**src/rtl/gpio_pkg.sv**
```systemverilog
// Shared definitions for the GPIO LED arbiter: FSM state encoding and default sizing.
package gpio_pkg;

    typedef enum logic [1:0] {
        ST_IDLE  = 2'd0,
        ST_ISSUE = 2'd1,
        ST_HOLD  = 2'd2
    } gpio_state_e;

    localparam int GPIO_DATA_W      = 8;
    localparam int GPIO_HOLD_CYCLES = 1000000;
    localparam int GPIO_CNT_W       = 24;
    localparam int GPIO_MAX_REQ     = 8;
    localparam int GPIO_ID_W        = 3;

endpackage

```
**src/rtl/gpio_rr_pick.sv**
```systemverilog
// Combinational requester picker: round-robin after the last grant, or fixed
// priority with requester 0 highest. Produces a one-hot grant and its index.
module gpio_rr_pick
    import gpio_pkg::*;
#(
    parameter int NUM_REQ = 4
) (
    input  logic [NUM_REQ-1:0]   i_req_valid,
    input  logic [GPIO_ID_W-1:0] i_last,
    input  logic                 i_prio_mode,
    output logic [NUM_REQ-1:0]   o_grant_oh,
    output logic [GPIO_ID_W-1:0] o_grant_idx,
    output logic                 o_grant_any
);

    logic [NUM_REQ-1:0]   w_upper;
    logic [NUM_REQ-1:0]   w_cand;
    logic [GPIO_ID_W-1:0] w_idx;

    // Requesters that sit strictly after the last granted index.
    always_comb begin
        w_upper = {NUM_REQ{1'b0}};
        for (int i = 0; i < NUM_REQ; i++) begin
            if (i > int'(i_last)) begin
                w_upper[i] = i_req_valid[i];
            end else begin
                w_upper[i] = 1'b0;
            end
        end
    end

    // Candidate set: fixed mode uses all requests; round-robin prefers those after
    // the pointer and wraps to the full set when none remain above it.
    always_comb begin
        w_cand = i_req_valid;
        if (i_prio_mode) begin
            w_cand = i_req_valid;
        end else if (|w_upper) begin
            w_cand = w_upper;
        end else begin
            w_cand = i_req_valid;
        end
    end

    // Lowest set index of the candidate set (scan high to low, last hit wins).
    always_comb begin
        w_idx = {GPIO_ID_W{1'b0}};
        for (int i = NUM_REQ - 1; i >= 0; i--) begin
            if (w_cand[i]) begin
                w_idx = GPIO_ID_W'(i);
            end else begin
                w_idx = w_idx;
            end
        end
    end

    // One-hot form of the chosen index, empty when nothing is requesting.
    always_comb begin
        o_grant_oh = {NUM_REQ{1'b0}};
        for (int i = 0; i < NUM_REQ; i++) begin
            o_grant_oh[i] = w_cand[i] && (w_idx == GPIO_ID_W'(i));
        end
    end

    assign o_grant_idx = w_idx;
    assign o_grant_any = |i_req_valid;

endmodule

```
**src/rtl/gpio_led_arbiter.sv**
```systemverilog
// Shares one LED indicator write port among NUM_REQ requesters and enforces a
// minimum interval between LED updates: IDLE -> ISSUE -> HOLD -> IDLE.
module gpio_led_arbiter
    import gpio_pkg::*;
#(
    parameter int NUM_REQ     = 4,
    parameter int DATA_W      = GPIO_DATA_W,
    parameter int HOLD_CYCLES = GPIO_HOLD_CYCLES,
    parameter int CNT_W       = GPIO_CNT_W
) (
    input  logic                        clk,
    input  logic                        rstn,
    input  logic                        prio_mode,
    input  logic [NUM_REQ-1:0]          req_valid,
    input  logic [NUM_REQ*DATA_W-1:0]   req_data,
    output logic [NUM_REQ-1:0]          req_ready,
    output logic [DATA_W-1:0]           led_data,
    output logic                        led_valid,
    output logic [GPIO_ID_W-1:0]        grant_id,
    output logic                        busy
);

    localparam logic [GPIO_ID_W-1:0] LAST_RST  = GPIO_ID_W'(NUM_REQ - 1);
    localparam logic [CNT_W-1:0]     HOLD_LAST = CNT_W'(HOLD_CYCLES - 1);
    localparam logic [CNT_W-1:0]     CNT_ONE   = CNT_W'(1);

    gpio_state_e            r_state;
    gpio_state_e            w_state_nxt;
    logic [CNT_W-1:0]       r_cnt;
    logic [CNT_W-1:0]       w_cnt_nxt;
    logic [GPIO_ID_W-1:0]   r_last;
    logic [DATA_W-1:0]      r_led_data;
    logic                   r_led_valid;
    logic [GPIO_ID_W-1:0]   r_grant_id;
    logic                   r_busy;

    logic [NUM_REQ-1:0]     w_grant_oh;
    logic [GPIO_ID_W-1:0]   w_grant_idx;
    logic                   w_grant_any;
    logic [NUM_REQ-1:0]     w_ready;
    logic                   w_accept;
    logic [DATA_W-1:0]      w_sel_data;

    gpio_rr_pick #(
        .NUM_REQ (NUM_REQ)
    ) u_pick (
        .i_req_valid (req_valid),
        .i_last      (r_last),
        .i_prio_mode (prio_mode),
        .o_grant_oh  (w_grant_oh),
        .o_grant_idx (w_grant_idx),
        .o_grant_any (w_grant_any)
    );

    // Grant is offered only in IDLE; it is also masked while reset is held so a
    // requester never sees ready for a transfer the reset would discard.
    assign w_ready   = ((r_state == ST_IDLE) && rstn && w_grant_any) ? w_grant_oh : {NUM_REQ{1'b0}};
    assign w_accept  = |(req_valid & w_ready);
    assign req_ready = w_ready;

    // Select the winning requester's data word.
    always_comb begin
        w_sel_data = {DATA_W{1'b0}};
        for (int i = 0; i < NUM_REQ; i++) begin
            if (w_grant_oh[i]) begin
                w_sel_data = req_data[i*DATA_W +: DATA_W];
            end else begin
                w_sel_data = w_sel_data;
            end
        end
    end

    // Next-state and hold-counter logic.
    always_comb begin
        w_state_nxt = r_state;
        w_cnt_nxt   = r_cnt;
        case (r_state)
            ST_IDLE: begin
                if (w_accept) begin
                    w_state_nxt = ST_ISSUE;
                end else begin
                    w_state_nxt = ST_IDLE;
                end
                w_cnt_nxt = {CNT_W{1'b0}};
            end
            ST_ISSUE: begin
                if (HOLD_CYCLES == 32'sd1) begin
                    w_state_nxt = ST_IDLE;
                    w_cnt_nxt   = {CNT_W{1'b0}};
                end else begin
                    w_state_nxt = ST_HOLD;
                    w_cnt_nxt   = CNT_ONE;
                end
            end
            ST_HOLD: begin
                if (r_cnt >= HOLD_LAST) begin
                    w_state_nxt = ST_IDLE;
                    w_cnt_nxt   = {CNT_W{1'b0}};
                end else begin
                    w_state_nxt = ST_HOLD;
                    w_cnt_nxt   = r_cnt + CNT_ONE;
                end
            end
            default: begin
                w_state_nxt = ST_IDLE;
                w_cnt_nxt   = {CNT_W{1'b0}};
            end
        endcase
    end

    // State, counter and registered outputs; a transfer captures data, id and pointer.
    always_ff @(posedge clk or negedge rstn) begin
        if (!rstn) begin
            r_state     <= ST_IDLE;
            r_cnt       <= {CNT_W{1'b0}};
            r_last      <= LAST_RST;
            r_led_data  <= {DATA_W{1'b0}};
            r_led_valid <= 1'b0;
            r_grant_id  <= {GPIO_ID_W{1'b0}};
            r_busy      <= 1'b0;
        end else begin
            r_state     <= w_state_nxt;
            r_cnt       <= w_cnt_nxt;
            r_led_valid <= (w_state_nxt == ST_ISSUE);
            r_busy      <= (w_state_nxt != ST_IDLE);
            if (w_accept) begin
                r_led_data <= w_sel_data;
                r_grant_id <= w_grant_idx;
                r_last     <= w_grant_idx;
            end else begin
                r_led_data <= r_led_data;
                r_grant_id <= r_grant_id;
                r_last     <= r_last;
            end
        end
    end

    assign led_data  = r_led_data;
    assign led_valid = r_led_valid;
    assign grant_id  = r_grant_id;
    assign busy      = r_busy;

endmodule

```
**config.mk**
```make
export PLATFORM = sky130hd
export DESIGN_NAME = gpio_led_arbiter
export DESIGN_NICKNAME = d
export VERILOG_FILES = /design/src/rtl/gpio_pkg.sv /design/src/rtl/gpio_rr_pick.sv /design/src/rtl/gpio_led_arbiter.sv
export SDC_FILE = /design/constraint.sdc
export NUM_CORES = 1
export LEC_CHECK = 0
export CAP_MARGIN = 20
export CORE_UTILIZATION = 57
export CTS_BUF_LIST = sky130_fd_sc_hd__clkbuf_16
export DETAILED_ROUTE_END_ITERATION = 8
export DONT_BUFFER_PORTS = 1
export HOLD_SLACK_MARGIN = 0.1
export PLACE_DENSITY = 0.83
export SLEW_MARGIN = 10
export SYNTH_ARGS = -nofsm -noshare
export SYNTH_HDL_FRONTEND = slang
export SYNTH_SLANG_ARGS = --single-unit
```
**constraint.sdc**
```tcl
create_clock -name clk -period 2.1 [get_ports clk]
set_input_delay 0.21 -clock clk [delete_from_list [all_inputs] [get_ports clk]]
set_output_delay 0.21 -clock clk [all_outputs]
set_load 0.05 [all_outputs]
```
==> results of run 1 <==
## cell usage in the layout (no fill, tap or decap), drive strengths merged, types with 4 or more instances in the layout
master,n
dfrtp,38
nor2,32
nand2,21
buf,18
xor2,14
nand3,12
nand4,11
inv,9
a21oi,7
and3,7
o31ai,6
o22ai,5
ha,5
conb,5
clkbuf,5
dlygate4sd3,5
xnor2,4
o211ai,4
a222oi,4
a31oi,4
o21ai,4
## power by group through the flow
| stage | logic [mW] | clock network [mW] | registers (mW) |
|---|---|---|---|
| finish | 0.680 | 0.704 | 1.47 |
| global placement | 0.581 | 0 | 1.48 |
| global route | 0.761 | 0.754 | 1.49 |
| floorplan | 0.503 | 0 | 1.40 |
| CTS | 0.637 | 0.715 | 1.47 |
| detailed placement | 0.600 | 0 | 1.48 |
## cell usage after synthesis, types with 2 or more instances
master    number  area share [%]
dfrtp_1       38              43
buf_2          2            0.45
or4_1          2            0.68
o31ai_1        6             2.0
nand3_1       12             2.7
o21ai_0        3            0.68
xor2_1        14             5.5
clkbuf_1       7             1.2
a21oi_1        7             1.6
nor2_1        29             4.9
nand2b_1       3            0.85
dfstp_2        2             2.4
nor3b_1        2            0.68
xnor2_1        4             1.6
ha_1           5             2.8
a31oi_1        4             1.1
a222oi_1       4             1.8
nand4_1       11             3.1
and3_1         6             1.7
and4_1         2            0.79
inv_1          8             1.4
o211ai_1       4             1.4
o22a_1         2            0.79
o22ai_1        5             1.4
nor2_2         3            0.85
nand2_1       21             3.6
and2_1         3            0.85
o21a_1         2            0.68
nor2b_1        3            0.85
## flip-flops by register name (all words and copies together) (netlist names)
register   flops
r_cnt         24
led_data       8
grant_id       2
r_last         2
r_state        2
busy           1
led_valid      1
## final cells by class
cell class	count	area (um2)	area share (%)
well taps	48	60.1	2.30
repair buffers	23	214	8.18
inverters	8	30.0	1.15
flip-flops and latches	40	1000	38.4
multi-input cells	179	1170	44.8
clock inverters	3	11.3	0.431
clock buffers	5	125	4.78
## worst max-delay path, delay by kind of cell (launching register included)
family | cells | cell delay, ns
fa+ha+maj | 1 | 0.22
compound gates | 3 | 1.03
flops | 1 | 0.38
simple gates | 2 | 0.32
## routing by layer
metal,up-vias,part of all wire (%),global-route usage [%]
met2,63,47,42.1
met4,0,2.3,11.1
li1,891,-,-
met1,863,44,31.0
met5,-,0,0
met3,10,5.9,7.14
## per-stage QoR
stage / power, mW / instances / utilization [%] / TNS [ns] / instance area (um2)
after floorplan: 1.90 / 238 / - / -0.0401 / 2240
after global placement: 2.06 / 289 / 64.1 / 0 / 2360
after detailed placement: 2.08 / 289 / 64.1 / -0.0264 / 2360
after CTS: 2.83 / 303 / 69.9 / 0 / 2580
after global routing: 3.00 / 306 / 70.9 / -0.0293 / 2620
final: 2.85 / 306 / 70.9 / 0 / 2620
## kinds of logic after synthesis
family                   synth area share [%]
XOR/XNOR                                 7.11
buffers and inverters                    3.84
AO/OA/AOI/OAI                            17.3
flip-flops                               45.3
AND/OR/NAND/NOR                          23.5
adder cells (fa/ha/maj)                  2.82
other                                   0.169
## worst paths after layout
check / from / end / slack, ns / cells past startpoint
max: r_cnt[0]$_DFF_PN0_ / led_valid$_DFF_PN0_ / 0.04 / 6
min reg2reg: r_last[0]$_DFFE_PN1P_ / r_last[0]$_DFFE_PN1P_ / 0.53 / 2
min: req_data[31] / led_data[7]$_DFFE_PN0P_ / 0.11 / 2
min in group asynchronous: rstn / r_cnt[21]$_DFF_PN0_ / 0.41 / 2
max in group asynchronous: rstn / r_last[1]$_DFFE_PN1P_ / 1.44 / 2
max reg2reg: r_cnt[0]$_DFF_PN0_ / led_valid$_DFF_PN0_ / 0.04 / 6
## what timing repair did
action	in CTS	in global routing
endpoints found under the setup margin	6	12
hold buffers	6	0
buffers inserted	0	3
resized for setup	3	4
hold endpoints to repair	44	0
pin swaps	1	4
==> run summary, run 1 <==
flops & latches, synth: 40
total gr overflow: 0
Synth Instances: 234
NetSw: 1.20 mW
DP HPWL: 3430 um
Tmin final: 2.06 ns
CP arrival: 2.23 ns
Initial Utilization: 60.1%
EDFF count, synth: 0
switching share of total power: 41.9%
final hold violation count: 0
critical path's slowest cell: a2111o_1
RSZ-0062 raised after global routing: true
share of layout cells above drive strength 1: 16.3%
clk sinks: 40
power per cell area: 1090 mW/mm2
startpoint types: register
Clk pwr share: 24.7%
TritonRoute pass-1 iters: 5
Fmax: 486 MHz
critical path's largest stage delay: 0.44 ns
Layout fillers: 289
clk root buf: clkbuf_16
period utilization: 97.9%
Vias: 1827
Setup Skew: 0.00517 ns
row count: 22
Synth cell types: 49
largest net degree at the start of global routing: 41
status: finished clean
Clock Latency Late Sink: 0.28 ns
asr flop ratio synth: 100%
Yosys warning count: 0
area grow syn2layout: 17.9%
Syn Area/Cell: 9.47 um2
WL/cell: 15.7 um
final wirelength: 4790 um
Clock transition at path regs: 0.06 ns
slew of the pin with the lowest slew margin: 0.533 ns
Final setup violation count: 0
I/O Pins: 56
Req. time, crit path: 2.27 ns
Die Wd: 64.4 um
Max clock buf depth: 2
Starting DRT DRC Count: 97
critical path class: register to register
Leak: 1.13 nW
share of power burned in registers: 51.5%
logic gate share of total power: 23.8%
first-pass GRT wire length: 7940 um
RD Place Congestion: 0.787
TritonCTS clock tree: built
PnR worst setup slack: 0.0443 ns
Hold WC Path Type: primary input to register
n_diodes: 0
htree depth: 2
Detail Route Antenna Nets: 0
Int Pwr: 1.66 mW
total global-route track usage: 25.5%
vias per inst: 5.97
most common flop cell mapped by yosys: dfrtp_1
core area: 0.00369 mm2
Final Net Count: 301
initial antenna violation count: 0
CP endpoint kind: register
vias in the first global route: 1773
critical-path cell list: ha_1 -> and4_4 -> a2111o_1 -> a2111oi_4 -> nor2_1 -> o211a_1
crit path max fanout: 5
Die Y-Extent: 64.4 um
die footprint: 0.00414 mm2
IO Port Bufs: 0
Slew headroom: 64.4%
MaxCap Viol Count: 0
DRC viols: 0
Final Max Tran Viols: 0
Num CTS Buffers: 5
DP Worst Slack: -0.0264 ns
maximum vdd ir drop: 0.688 mV
synthesized cell area: 0.00222 mm2
Hold Slack: 0.105 ns
register area share after synthesis: 45.3%
(Power assumes the default switching activity.)
==> inputs of run 2 (changes only) <==
--- a/config.mk
+++ b/config.mk
@@ -5,6 +5,7 @@
 export SDC_FILE = /design/constraint.sdc
 export NUM_CORES = 1
 export LEC_CHECK = 0
+export ABC_CLOCK_PERIOD_IN_PS = 2100
 export CAP_MARGIN = 20
 export CORE_UTILIZATION = 57
 export CTS_BUF_LIST = sky130_fd_sc_hd__clkbuf_16
@@ -12,7 +13,9 @@
 export DONT_BUFFER_PORTS = 1
 export HOLD_SLACK_MARGIN = 0.1
 export PLACE_DENSITY = 0.83
+export SETUP_SLACK_MARGIN = 0.4
 export SLEW_MARGIN = 10
 export SYNTH_ARGS = -nofsm -noshare
 export SYNTH_HDL_FRONTEND = slang
+export SYNTH_HIERARCHICAL = 1
 export SYNTH_SLANG_ARGS = --single-unit
==> run summary, run 2 <==
Clock Latency Late Sink: 0.29 ns
Final setup violation count: 19
Setup Skew: 0.0161 ns
RR Startpoint: r_last[1]$_DFFE_PN1N_
design area: 0.00343 mm2
synthesized cell area: 0.00235 mm2
vias per inst: 7.34
Util after Layout: 90.4%
total global-route track usage: 35.9%
Initial Utilization: 62.0%
setup tns final: -3.06 ns
TritonRoute pass-1 iters: 5
Area after DPL: 0.00257 mm2
total gr overflow: 0
Num CTS Buffers: 5
Leak: 1.46 nW
Post-Layout Cell Count: 355
Starting DRT DRC Count: 552
Hold WC Path Type: primary input to register
CP arrival: 2.52 ns
Die Wd: 66.3 um
power per cell area: 1120 mW/mm2
failing checks: negative setup slack
max reg flops: 24
most frequent cells in the layout: 35 x dfrtp_1, 31 x buf_4, 17 x inv_1
commonest non-fill, non-tap cell in the layout: dfrtp_1
Max clock buf depth: 2
slew of the pin with the lowest slew margin: 0.553 ns
CP endpoint kind: register
DP Worst Slack: -0.160 ns
RD Place Congestion: 0.953
asr flop ratio synth: 100%
DP HPWL: 3730 um
clk root buf: clkbuf_16
htree depth: 2
total power: 3.86 mW
Req. time, crit path: 2.28 ns
share of layout cells above drive strength 1: 41.8%
Synth Instances: 252
share of the synthesized area in the top cell type: 41.5%
status: complete, but fails checks
final hold violation count: 0
ranking of synthesized cells by area: dfrtp_1 41%, nor3_1 3.4%, a211o_1 3.3%
most common flop cell mapped by yosys: dfrtp_1
IO Port Bufs: 0
Syn Area/Cell: 9.34 um2
EDFF count, synth: 0
clk sinks: 41
Synth cell types: 53
die footprint: 0.00439 mm2
final wirelength: 9030 um
largest area contributor in the netlist: dfrtp_1
maximum vdd ir drop: 0.954 mV
most common cell in the synthesized netlist: dfrtp_1
Slew headroom: 63.1%
Final Net Count: 349
crit path max fanout: 7
area grow syn2layout: 45.9%
Vias: 2606
vias in the first global route: 2271
Final Max Tran Viols: 0
synth cell count leaders: 39 x dfrtp_1, 17 x inv_1, 17 x nand2_1
initial antenna violation count: 0
Fmax: 427 MHz
Yosys warning count: 6
PnR worst setup slack: -0.242 ns
critical path class: register to register
largest net degree at the start of global routing: 42
core area: 0.00380 mm2
TritonCTS clock tree: built
crit path launch: r_last[1]$_DFFE_PN1N_
first-pass GRT wire length: 11500 um
dpl cells: 311
I/O Pins: 56
Clock transition at path regs: 0.07 ns
DRC viols: 0
RSZ-0062 raised after global routing: true
hold wc startpoint: req_data[28]
Tmin final: 2.34 ns
Largest Register: r_cnt
row count: 22
startpoint types: register
WL/cell: 25.4 um
Detail Route Antenna Nets: 0
register area share after synthesis: 43.7%
Hold Slack: 0.101 ns
period utilization: 112%
Die Y-Extent: 66.3 um
MaxCap Viol Count: 0
flops & latches, synth: 41
==> run 2: cell count changes after synthesis, moves of 6 or more <==
| cell | change |
|---|---|
| or3_1 | +6 |
| a221oi_1 | +6 |
| a211oi_1 | +8 |
| xor2_1 | -8 |
| nor2_1 | -13 |
| nor3_1 | +15 |
| inv_1 | +9 |
| a211o_1 | +9 |
==> run 2: power breakdown <==
| group | internal (mW) | leakage [nW] | switching (mW) |
|---|---|---|---|
| Clock | 0.557 | 0.0775 | 0.323 |
| Sequential | 0.953 | 0.521 | 0.528 |
| Combinational | 0.629 | 0.857 | 0.865 |
==> run 2: per-layer routing <==
layer | part of all wire, % | track usage (%) | vias to the layer above
met2 | 47 | 59.6 | 267
met4 | 6.3 | 18.9 | 0
li1 | - | - | 1022
met3 | 11 | 10.0 | 75
met5 | 0 | 0 | -
met1 | 35 | 41.9 | 1242
==> run 2: area by class of cell <==
cell class	instances	area (um2)
Tap cell	48	60.1
Clock buffer	5	125
Timing Repair Buffer	56	536
Fill cell	138	364
Inverter	19	72.6
Sequential cell	41	1030
Antenna cell	1	2.50
Clock inverter	3	41.3
Multi-Input combinational cell	182	1560
==> run 2: logic make-up (layout without fill, tap and decap cells) <==
group	Yosys count	after routing	share of synthesized area (%)
DFF	41	41	43.7
muxes	5	5	2.39
and+or+nand+nor	95	95	22.3
adders and majority gates	5	5	2.66
other	2	6	0.319
buffers and inverters	32	83	5.48
xor gates and xnor gates	12	12	4.47
AOI/OAI and AO/OA	60	60	18.7
==> run 2: worst max-delay path, stage by stage, from the launching register on <==
cell and delay, ns:
dfstp_2 0.53, or2b_4 0.12, a21oi_4 0.08, or3_1 0.43, a21oi_4 0.22, nor2b_1 0.07, buf_4 0.17, a221oi_1 0.34
a211o_1 0.19, a31oi_1 0.09
==> run 2: repair_timing <==
action	CTS	global route
setup endpoints to repair	39	40
resized for setup	36	54
setup buffers	15	10
cloned	2	0
hold endpoints to repair	46	1
pin swaps	9	27
hold buffers	7	1
==> run 2: worst paths after layout <==
check	end	slack (ns)	cells past startpoint
min in group asynchronous	led_data[6]$_DFFE_PN0N_	0.37	2
worst max-delay path	led_data[3]$_DFFE_PN0N_	-0.24	9
max in group asynchronous	r_last[0]$_DFFE_PN1N_	1.44	2
worst min register to register	r_state[1]$_DFF_PN0_	0.57	1
worst min-delay path	led_data[4]$_DFFE_PN0N_	0.10	2
worst max register to register	led_data[3]$_DFFE_PN0N_	-0.24	9
